**src/rtl/mod_dec_add_round_key_pkg.sv**
```systemverilog
// Shared types and constants for the decryption AddRoundKey block.
//   byte_t   : one 8-bit state byte
//   state_t  : 16-byte AES state, byte i = state[i]
//   state_e  : control FSM encoding (IDLE, XOR, DONE)
//   NB_BYTES : bytes per state, MAX_ROUND : highest legal round index
package mod_dec_add_round_key_pkg;

   localparam int NB_BYTES  = 16;
   localparam int MAX_ROUND = 14;

   typedef logic [7:0]                byte_t;
   typedef byte_t [NB_BYTES-1:0]      state_t;

   typedef enum logic [1:0] {
      IDLE = 2'd0,
      XOR  = 2'd1,
      DONE = 2'd2
   } state_e;

endpackage

```
**src/rtl/mod_dec_add_round_key_if.sv**
```systemverilog
// Handshake/data bundle for mod_dec_add_round_key.
//   startBit       : core enable, low = idle/abort
//   reg_in_status  : upstream register holds valid p/k/round
//   reg_out_status : downstream register busy / result consumed
//   p, k, round    : input state, round key, round index
//   o              : XOR result state
//   rd_comp        : one-cycle upstream read-complete pulse
//   ok, last       : result valid, result is final plaintext
//   err            : one-cycle illegal-round pulse
// Modports: master drives inputs of the block, slave is the block itself.
interface mod_dec_add_round_key_if;
   import mod_dec_add_round_key_pkg::*;

   logic         startBit;
   logic         reg_in_status;
   logic         reg_out_status;
   state_t       p;
   logic [127:0] k;
   logic [3:0]   round;
   state_t       o;
   logic         rd_comp;
   logic         ok;
   logic         last;
   logic         err;

   modport master (
      output startBit, reg_in_status, reg_out_status, p, k, round,
      input  o, rd_comp, ok, last, err
   );

   modport slave (
      input  startBit, reg_in_status, reg_out_status, p, k, round,
      output o, rd_comp, ok, last, err
   );

endinterface

```
**src/rtl/mod_dec_ark_byte.sv**
```systemverilog
// Single-byte AddRoundKey: y = a ^ b.
//   a : state byte, b : key byte, y : result byte
module mod_dec_ark_byte (
   input  logic [7:0] a,
   input  logic [7:0] b,
   output logic [7:0] y
);

   assign y = a ^ b;

endmodule

```
**src/rtl/mod_dec_add_round_key.sv**
```systemverilog
// Decryption AddRoundKey stage: captures a state and round key from the
// upstream register, XORs them and offers the result downstream.
//   clk, resetn : clock, async active-low reset
//   bus (slave) : handshake, data in (p/k/round) and result (o/ok/last)
// Build option DEC_ARK_PARALLEL_EN: all 16 bytes in one XOR cycle instead
// of one byte per cycle; handshake, reset and error behaviour unchanged.
module mod_dec_add_round_key
   import mod_dec_add_round_key_pkg::*;
(
   input  logic                   clk,
   input  logic                   resetn,
   mod_dec_add_round_key_if.slave bus
);

   state_e       state, state_n;
   state_t       p_q, o_q;
   logic [127:0] k_q;
   logic [3:0]   round_q;
   logic         accept, reject, wr;
   logic         rd_comp_q, ok_q, last_q, err_q;

`ifdef DEC_ARK_PARALLEL_EN
   state_t x_all;

   for (genvar g = 0; g < NB_BYTES; g++) begin : g_byte
      mod_dec_ark_byte u_byte (
         .a (p_q[g]),
         .b (k_q[8*g +: 8]),
         .y (x_all[g])
      );
   end
`else
   logic [3:0] cnt;
   byte_t      x_one;

   // Key byte i sits at bit 8*i, so the key index is cnt scaled by 8.
   mod_dec_ark_byte u_byte (
      .a (p_q[cnt]),
      .b (k_q[{cnt, 3'b000} +: 8]),
      .y (x_one)
   );
`endif

   // ---------------- FSM: state register ----------------
   always_ff @(posedge clk or negedge resetn) begin
      if (!resetn) state <= IDLE;
      else         state <= state_n;
   end

   // ---------------- FSM: next state / control ----------------
   always_comb begin
      state_n = state;
      accept  = 1'b0;
      reject  = 1'b0;
      wr      = 1'b0;
      case (state)
         IDLE: begin
            // A busy downstream register blocks both acceptance and err.
            if (bus.startBit && bus.reg_in_status && !bus.reg_out_status) begin
               if (bus.round <= 4'(MAX_ROUND)) begin
                  accept  = 1'b1;
                  state_n = XOR;
               end else begin
                  reject  = 1'b1;
               end
            end
         end
         XOR: begin
            // Abort takes priority: no byte is written on the abort edge.
            if (!bus.startBit) begin
               state_n = IDLE;
            end else begin
               wr = 1'b1;
`ifdef DEC_ARK_PARALLEL_EN
               state_n = DONE;
`else
               if (cnt == 4'(NB_BYTES-1)) state_n = DONE;
`endif
            end
         end
         DONE: begin
            if (!bus.startBit || bus.reg_out_status) state_n = IDLE;
         end
         default: state_n = IDLE;
      endcase
   end

   // ---------------- datapath and registered outputs ----------------
   always_ff @(posedge clk or negedge resetn) begin
      if (!resetn) begin
         p_q       <= '0;
         k_q       <= '0;
         round_q   <= '0;
         o_q       <= '0;
         rd_comp_q <= 1'b0;
         ok_q      <= 1'b0;
         last_q    <= 1'b0;
         err_q     <= 1'b0;
`ifndef DEC_ARK_PARALLEL_EN
         cnt       <= '0;
`endif
      end else begin
         rd_comp_q <= accept;
         err_q     <= reject;
         ok_q      <= (state_n == DONE);
         last_q    <= (state_n == DONE) && (round_q == 4'd0);
         if (accept) begin
            p_q     <= bus.p;
            k_q     <= bus.k;
            round_q <= bus.round;
`ifndef DEC_ARK_PARALLEL_EN
            cnt     <= '0;
`endif
         end
         if (wr) begin
`ifdef DEC_ARK_PARALLEL_EN
            o_q      <= x_all;
`else
            o_q[cnt] <= x_one;
            cnt      <= cnt + 4'd1;
`endif
         end
      end
   end

   assign bus.o       = o_q;
   assign bus.rd_comp = rd_comp_q;
   assign bus.ok      = ok_q;
   assign bus.last    = last_q;
   assign bus.err     = err_q;

endmodule

```
**src/flat_wrapper.sv**
```systemverilog
// flat-port wrapper written by rule: the top's interface ports become plain ports
module mod_dec_add_round_key_flat import mod_dec_add_round_key_pkg::*;
  (clk, resetn, bus_startBit, bus_reg_in_status, bus_reg_out_status, bus_p, bus_k, bus_round, bus_o, bus_rd_comp, bus_ok, bus_last, bus_err);
  mod_dec_add_round_key_if bus_i ();
  input  logic clk;
  input  logic resetn;
  input wire logic [$bits(bus_i.startBit)-1:0] bus_startBit;
  input wire logic [$bits(bus_i.reg_in_status)-1:0] bus_reg_in_status;
  input wire logic [$bits(bus_i.reg_out_status)-1:0] bus_reg_out_status;
  input wire logic [$bits(bus_i.p)-1:0] bus_p;
  input wire logic [$bits(bus_i.k)-1:0] bus_k;
  input wire logic [$bits(bus_i.round)-1:0] bus_round;
  output wire logic [$bits(bus_i.o)-1:0] bus_o;
  output wire logic [$bits(bus_i.rd_comp)-1:0] bus_rd_comp;
  output wire logic [$bits(bus_i.ok)-1:0] bus_ok;
  output wire logic [$bits(bus_i.last)-1:0] bus_last;
  output wire logic [$bits(bus_i.err)-1:0] bus_err;
  assign bus_i.startBit = bus_startBit;
  assign bus_i.reg_in_status = bus_reg_in_status;
  assign bus_i.reg_out_status = bus_reg_out_status;
  assign bus_i.p = bus_p;
  assign bus_i.k = bus_k;
  assign bus_i.round = bus_round;
  assign bus_o = bus_i.o;
  assign bus_rd_comp = bus_i.rd_comp;
  assign bus_ok = bus_i.ok;
  assign bus_last = bus_i.last;
  assign bus_err = bus_i.err;
  mod_dec_add_round_key u_core (.clk(clk), .resetn(resetn), .bus(bus_i));
endmodule
```
**config.mk**
```make
export PLATFORM = sky130hd
export DESIGN_NAME = mod_dec_add_round_key_flat
export DESIGN_NICKNAME = d
export VERILOG_FILES = /design/src/rtl/mod_dec_add_round_key_pkg.sv /design/src/rtl/mod_dec_add_round_key_if.sv /design/src/rtl/mod_dec_ark_byte.sv /design/src/rtl/mod_dec_add_round_key.sv /design/src/flat_wrapper.sv
export SDC_FILE = /design/constraint.sdc
export NUM_CORES = 1
export LEC_CHECK = 0
export ABC_AREA = 1
export CORE_MARGIN = 8
export CORE_UTILIZATION = 45
export CTS_CLUSTER_DIAMETER = 60
export DETAILED_ROUTE_END_ITERATION = 7
export GPL_ROUTABILITY_DRIVEN = 0
export HOLD_SLACK_MARGIN = 0.15
export PLACE_DENSITY = 0.75
export REMOVE_ABC_BUFFERS = 1
export SLEW_MARGIN = 0
export SYNTH_ARGS = -nofsm -noshare
export SYNTH_HDL_FRONTEND = slang
export SYNTH_SLANG_ARGS = --single-unit
```
**constraint.sdc**
```tcl
create_clock -name clk -period 4.95 [get_ports clk]
set_input_delay 0.99 -clock clk [delete_from_list [all_inputs] [get_ports clk]]
set_output_delay 0.99 -clock clk [all_outputs]
set_load 0.01 [all_outputs]
```
==> impl_results.md, run 1 <==
- Status: complete, no violations
- Share of layout cells above drive strength 1: between 4 and 5%
- Crit path capture type: register
- Top post-synthesis cells by area: dfrtp_1, nand2_1, o21ai_0
- Die Width: approximately 220 um
- Commonest cells in the netlist: nand2_1, dfrtp_1, inv_1
- Final Cell Area: 24000 um^2
- HP Class: register to register
- Count of final hold-check violations: 0
- H-Tree Level Count: 2
- Clock root buffer: clkbuf_16
- Multiplexer share of the synthesized area: 0%
- Comb power frac: between 30 and 40%
- Vias: 16.6k
- Largest family of logic cells by synthesized area: simple AND/OR/NAND/NOR gates
- Max-Slew Margin vs Limit: a little over a third
- Clock Skew: 24.3 ps
- Yosys top cell area share: 54.1%
- Kind of critical path: register to register
- Clock Sinks: 398
- Clock latency on the worst-skew pair: around 570 ps
- Setup slack after layout: ~1500 ps
- Die area: roughly 48000 um^2
- IO Pins: between 300 and 400
- DRC violations left: 0
- Startpoint Class: register
- Compound-Gate Fraction of Synth Area: 6.93%
- DR pass1 iterations: 5
- CTS buffer count: 43
- DRT antenna net count: 0
- First-pass GRT wire length: roughly 89000 um
- Final setup viols: 0
- Pwr per Cell Area: 460 nW/um^2
- Synth Area in Adders: less than 1%
- CTS tree: yes
- Synthesis Warnings: 0
- Number of port buffers: about 400
- Hold-fix buffers, CTS: 0
- Synthesized area: around 18000 um^2
- Maximum VDD drop: roughly 300 uV
- Crit path required time: approximately 5500 ps
- Initial antenna violation count: 7
- Sw Ratio: between 30% and 40%
- Most frequent cell after synthesis: nand2_1
- Routed wire per std cell: 17.3 um
- Clock transition at path regs: around 60 ps
- Max-slew violations: 0
- Max-Cap Viols: 0
- Final net count: 3000
- Pre-CTS setup slack: roughly 1600 ps
- P&R area growth vs syn: 30.6%
- Netlist cell types: 24
- Switching Power: 3.96 mW
- Period utilisation layout: 69.3%
- Via density: about 5
- Sequential Area: ~10000 um^2
- Overflow after GRT: 0
- Int Power: approximately 7.1 mW
- Die outline height: 218 um
- Placed instance area: around 23000 um^2
- Non-Filler Instances: approximately 3.3k
- Crit-path cells: inv_4 -> buf_4 -> nand2_1 -> nand3_1 -> nand2_1 -> nand2_1 -> nand2_1 -> nor2_1 -> nand2_1 -> nand2_2 -> nand2_1 -> nand2_1
- Post-Route WL: 57100 um
- CP arrival: roughly 3900 ps
- Area leader, netlist: dfrtp_1
- Max Freq: slightly below 300 MHz
- Worst slew pin tran: 977 ps
- Core ar.: 40600 um^2
- Worst Path Buf+Inv: 2
- CP max-delay cell: inv_4
- Synth Area in XOR/XNOR: 0%
- Post-Place Cells: around 3.2k
- Clock Tree Buf Depth: 3
- Post-synth EDFFs: 0
- Syn_area_per_cell: 7.71 um^2
- Seq/Total Area, Yosys: ~54%
- Post-CTS setup buffer count: 0
- Number of cells produced by synthesis: ~2.4k
- Vias in the first global route: around 17k
- Leakage: 12.0 nW
- Rows: 74
- Part of the power in registers: 38.1%
- Unrepaired setup endpoints after global routing: false
- Async SR Flop Fraction: between 90% and 100%
- Main synth FF type: dfrtp_1
- CP max FO: 79
- Worst path top cell family by delay: simple AND/OR/NAND/NOR gates
- Clock Power Share: 29.7%
- Detailed Route Iter0 Violations: ~1.6k
- Max stage delay on crit path: ~800 ps
- Synthesized flop and latch total: 398
- Crit path time final: about 3400 ps
- CTS resizes: 0
- Synth Area in Simple Gates: roughly 29%
- Area of the multi-input gates: 6640 um^2
- Most common cell on crit path: nand2_1
- GRT Resource Usage Total: between 20% and 30%
- Initial cell density of the core: between 40 and 50%
- Dpl hpwl: slightly below 40000 um
- Fill count: ~3.5k
- Largest net degree at the start of global routing: approximately 130
[logic make-up (layout without fill, tap and decap cells)]
group	Yosys count	in the layout
and+or+nand+nor	1321	1321
buffers and inverters	408	787
DFF	398	398
AOI/OAI and AO/OA	255	255
adders and majority gates	4	4
other	0	7
[routing by layer]
layer	part of all wire, %	vias up	GRT usage (%)
met5	0.021	-	0
met2	48	587	38.9
li1	-	7951	-
met4	4.7	2	11.4
met3	6.5	123	3.76
met1	40	7898	29.6
[tightest hold or removal path: cells and delay by family (launching register included)]
kind	cells	cell delay, ps
and+or+nand+nor	2	110
DFF	1	340
[layout make-up]
class	count	share of cell area, %
Sequential cell	398	41.5
Timing Repair Buffer	417	17.4
Tap cell	532	2.77
Antenna cell	7	0.0729
Clock buffer	67	5.52
Inverter	291	4.59
Multi-Input combinational cell	1580	27.6
Clock inverter	12	0.562
[cells in the final DEF, fill, tap and decap left out]
master / count
inv_2: 4
bufinv_16: 2
nor4_1: 1
diode_2: 7
clkinv_2: 6
a21oi_1: 5
ha_1: 4
or4_1: 1
nand2_1: 1072
nand4_1: 8
inv_6: 3
nor2_2: 7
buf_4: 16
dfrtp_2: 1
nor3_1: 1
inv_1: 284
nor2_4: 9
buf_12: 5
o21ai_1: 3
nor2_1: 45
nand2_2: 13
clkbuf_1: 9
clkbuf_16: 44
clkinvlp_4: 1
inv_4: 1
dfrtp_1: 396
o21ai_0: 247
dfrtp_4: 1
clkbuf_8: 14
nand3_1: 164
buf_8: 1
clkinv_8: 1
inv_8: 1
clkdlybuf4s50_1: 395
[registers in the layout, indices dropped and copies added, names as in the netlist]
signal	cells
u_core.bus.ok	1
u_core.round_q	4
u_core.cnt	4
u_core.bus.rd_comp	1
u_core.bus.last	1
u_core.state	2
u_core.k_q	128
u_core.p_q	128
u_core.bus.err	1
u_core.bus.o	128
[power by group through the flow]
| stage | clock network, mW | registers, mW | logic [mW] |
|---|---|---|---|
| final | 3.28 | 4.22 | 3.56 |
| after global routing | 3.45 | 4.27 | 3.97 |
| after global placement | 0 | 4.24 | 3.49 |
| after CTS | 3.33 | 4.21 | 3.59 |
| after floorplan | 0 | 4.33 | 1.90 |
| after detailed placement | 0 | 4.27 | 3.56 |
[per-stage QoR]
stage               util, %  TNS [ps]  hold WS, ps  total power, mW
finish                 59.1         0          479             11.1
CTS                    59.1         0          477             11.1
floorplan                 -  -1115110          440             6.23
global route           59.1         0          503             11.7
global placement       55.5         0          454             7.73
detailed placement     55.5         0          463             7.83
[path summary, 6_finish.rpt]
check / end / slack, ps / depth (start not counted) / startpoint
max reg2reg: u_core.bus.o[76] / 1520 / 12 / u_core.cnt[0]
min: u_core.k_q[82] / 480 / 2 / u_core.k_q[82]
max in group asynchronous: u_core.p_q[112] / 3350 / 2 / resetn
min reg2reg: u_core.k_q[82] / 480 / 2 / u_core.k_q[82]
max: u_core.bus.o[76] / 1520 / 12 / u_core.cnt[0]
min in group asynchronous: u_core.k_q[111] / 520 / 1 / resetn
(Power assumes the default switching activity.)
==> run 2: changes to the inputs <==
Clock period 4.95 ns to 3.26 ns, I/O delays scaled along.
==> impl_results.md, run 2 (synthesis results as in run 1) <==
- CP arrival: 3020 ps
- Leakage: around 12 nW
- Die area: about 48000 um^2
- DRT antenna net count: 0
- Routed wire per std cell: approximately 17 um
- Clock Skew: around 24 ps
- Part of the power in registers: 37.7%
- CTS resizes: 0
- Initial antenna violation count: 7
- Die Width: approximately 220 um
- HP Class: register to register
- Kind of critical path: register to register
- Commonest non-fill, non-tap cell in the layout: nand2_1
- Max-Slew Margin vs Limit: roughly two fifths
- Max-Cap Viols: 0
- GRT Resource Usage Total: 23.7%
- Share of layout cells above drive strength 1: under 10%
- Top routing layer used: met5
- DR pass1 iterations: 5
- Int Power: about 11 mW
- Rows: 74
- Placed instance area: about 23000 um^2
- Clock latency on the worst-skew pair: ~560 ps
- Max Freq: a little under 400 MHz
- Switching Power: slightly above 6 mW
- Hold wc startpoint: u_core.round_q[3]
- Clock root buffer: clkbuf_16
- DRC violations left: 0
- Startpoint Class: register
- Crit path time final: approximately 2600 ps
- CTS tree: yes
- Total power: 16.8 mW
- Count of final hold-check violations: 0
- R2r setup slk: slightly below 700 ps
- Clock Sinks: 398
- Crit path required time: between 3000 and 4000 ps
- Die outline height: roughly 220 um
- H-Tree Level Count: 2
- Largest net degree at the start of global routing: about 140
- Pwr per Cell Area: approximately 690 nW/um^2
- IO Pins: around 400
- Overflow after GRT: 0
- Period utilisation layout: 79.2%
- Hold-fix buffers, CTS: 1
- Vias in the first global route: between 15k and 20k
- Crit path capture type: register
- Most frequent cells in the layout: nand2_1, dfrtp_1, clkdlybuf4s50_1
- Met3 Wirelength: roughly 3700 um
- Detailed Route Iter0 Violations: 1535
- Dpl hpwl: between 30000 and 40000 um
- Clock transition at path regs: 60 ps
- Number of port buffers: around 400
- Post-Place Cells: about 3.2k
- Clock Power Share: roughly 29%
- Status: complete, no violations
- Post-CTS setup buffer count: 0
- Final core utilization: approximately 60%
- Via density: roughly 5.1
- R2R Path End: u_core.bus.o[19]
- Maximum VDD drop: ~380 uV
- Max-slew violations: 0
- Comb power frac: about a third
- First-pass GRT wire length: ~90000 um
- Min-Delay Path Depth: 2
- Sw Ratio: between 30% and 40%
- Worst Hold End: u_core.round_q[3]
- Unrepaired setup endpoints after global routing: false
- Final Cell Area: ~24000 um^2
- Initial cell density of the core: a little under half
- Reg2reg path depth: 11
- Reg-to-Reg Start: u_core.cnt[0]
- Clock Tree Buf Depth: 3
- Met2 routed WL: approximately 28000 um
- Wire length on met1: around 23000 um
- Non-Filler Instances: 3313
- CTS buffer count: 44
- CP max FO: 43
- P&R area growth vs syn: 31.5%
- Final setup viols: 0
- Final net count: approximately 3k
- Post-Route WL: 57500 um
- Fill count: about 3.6k
- Vias: 16.8k
- Core ar.: 40600 um^2
- Worst slew pin tran: around 900 ps
run 2: changes by cell type in the layout (fill, tap and decap cells not counted), sizes merged:
cell / before / now
buf: 22 / 31
clkbuf: 67 / 65
dlygate4sd3: 0 / 1
inv: 293 / 292
clkinv: 7 / 12
clkinvlp: 1 / 0
diode: 7 / 6
bufinv: 2 / 1
run 2: critical path, cell delays in order, from the launching register on:
cell	delay, ps
dfrtp_4	500
inv_4	430
buf_12	290
nand2_1	90
nand3_1	80
nand2_1	100
nand2_1	90
nand2_1	60
nor2_1	130
nand2_2	300
nand3_1	220
nand2_1	80
run 2: metal layers:
layer | track usage [%] | up-vias
met1 | 29.6 | 8034
met5 | 0 | -
met2 | 39.1 | 608
li1 | - | 7985
met3 | 4.59 | 136
met4 | 12.1 | 2
run 2: worst max path at each step:
stage	startpoint	endpoint	slack, ps	cells after the start
2_1_floorplan	bus_reg_out_status	u_core.bus.rd_comp	-6090	5
3_3_place_gp	bus_startBit	u_core.bus.o[110]	660	8
3_5_place_dp	bus_startBit	u_core.bus.o[112]	570	8
4_1_cts	u_core.cnt[0]	u_core.bus.o[115]	680	8
5_1_grt	u_core.cnt[0]	u_core.bus.o[116]	420	12
6_report	u_core.cnt[0]	u_core.bus.o[19]	680	11
run 2: area by class of cell:
| class | count | area (um^2) | share of cell area [%] |
|---|---|---|---|
| diodes | 6 | 15.0 | 0.0620 |
| clock inverters | 14 | 120 | 0.496 |
| multi-input cells | 1580 | 6640 | 27.4 |
| inverters | 291 | 1100 | 4.56 |
| flip-flops and latches | 398 | 9960 | 41.2 |
| clock buffers | 65 | 1310 | 5.42 |
| repair buffers | 427 | 4390 | 18.1 |
| well taps | 532 | 666 | 2.75 |
run 2: power by group through the flow:
stage | Sequential, mW | Clock (mW) | Combinational [mW]
2_1_floorplan | 6.58 | 0 | 2.89
3_3_place_gp | 6.37 | 0 | 5.44
3_5_place_dp | 6.40 | 0 | 5.57
4_1_cts | 6.32 | 4.98 | 5.63
5_1_grt | 6.41 | 5.18 | 6.24
6_report | 6.33 | 4.88 | 5.59
run 2: through the flow:
step | setup WS, ps | TNS, ps | hold slack (ps)
floorplan | -6090 | -1626400 | 356
global placement | 656 | 0 | 453
detailed placement | 566 | 0 | 460
CTS | 684 | 0 | 475
global route | 417 | 0 | 496
finish | 679 | 0 | 475
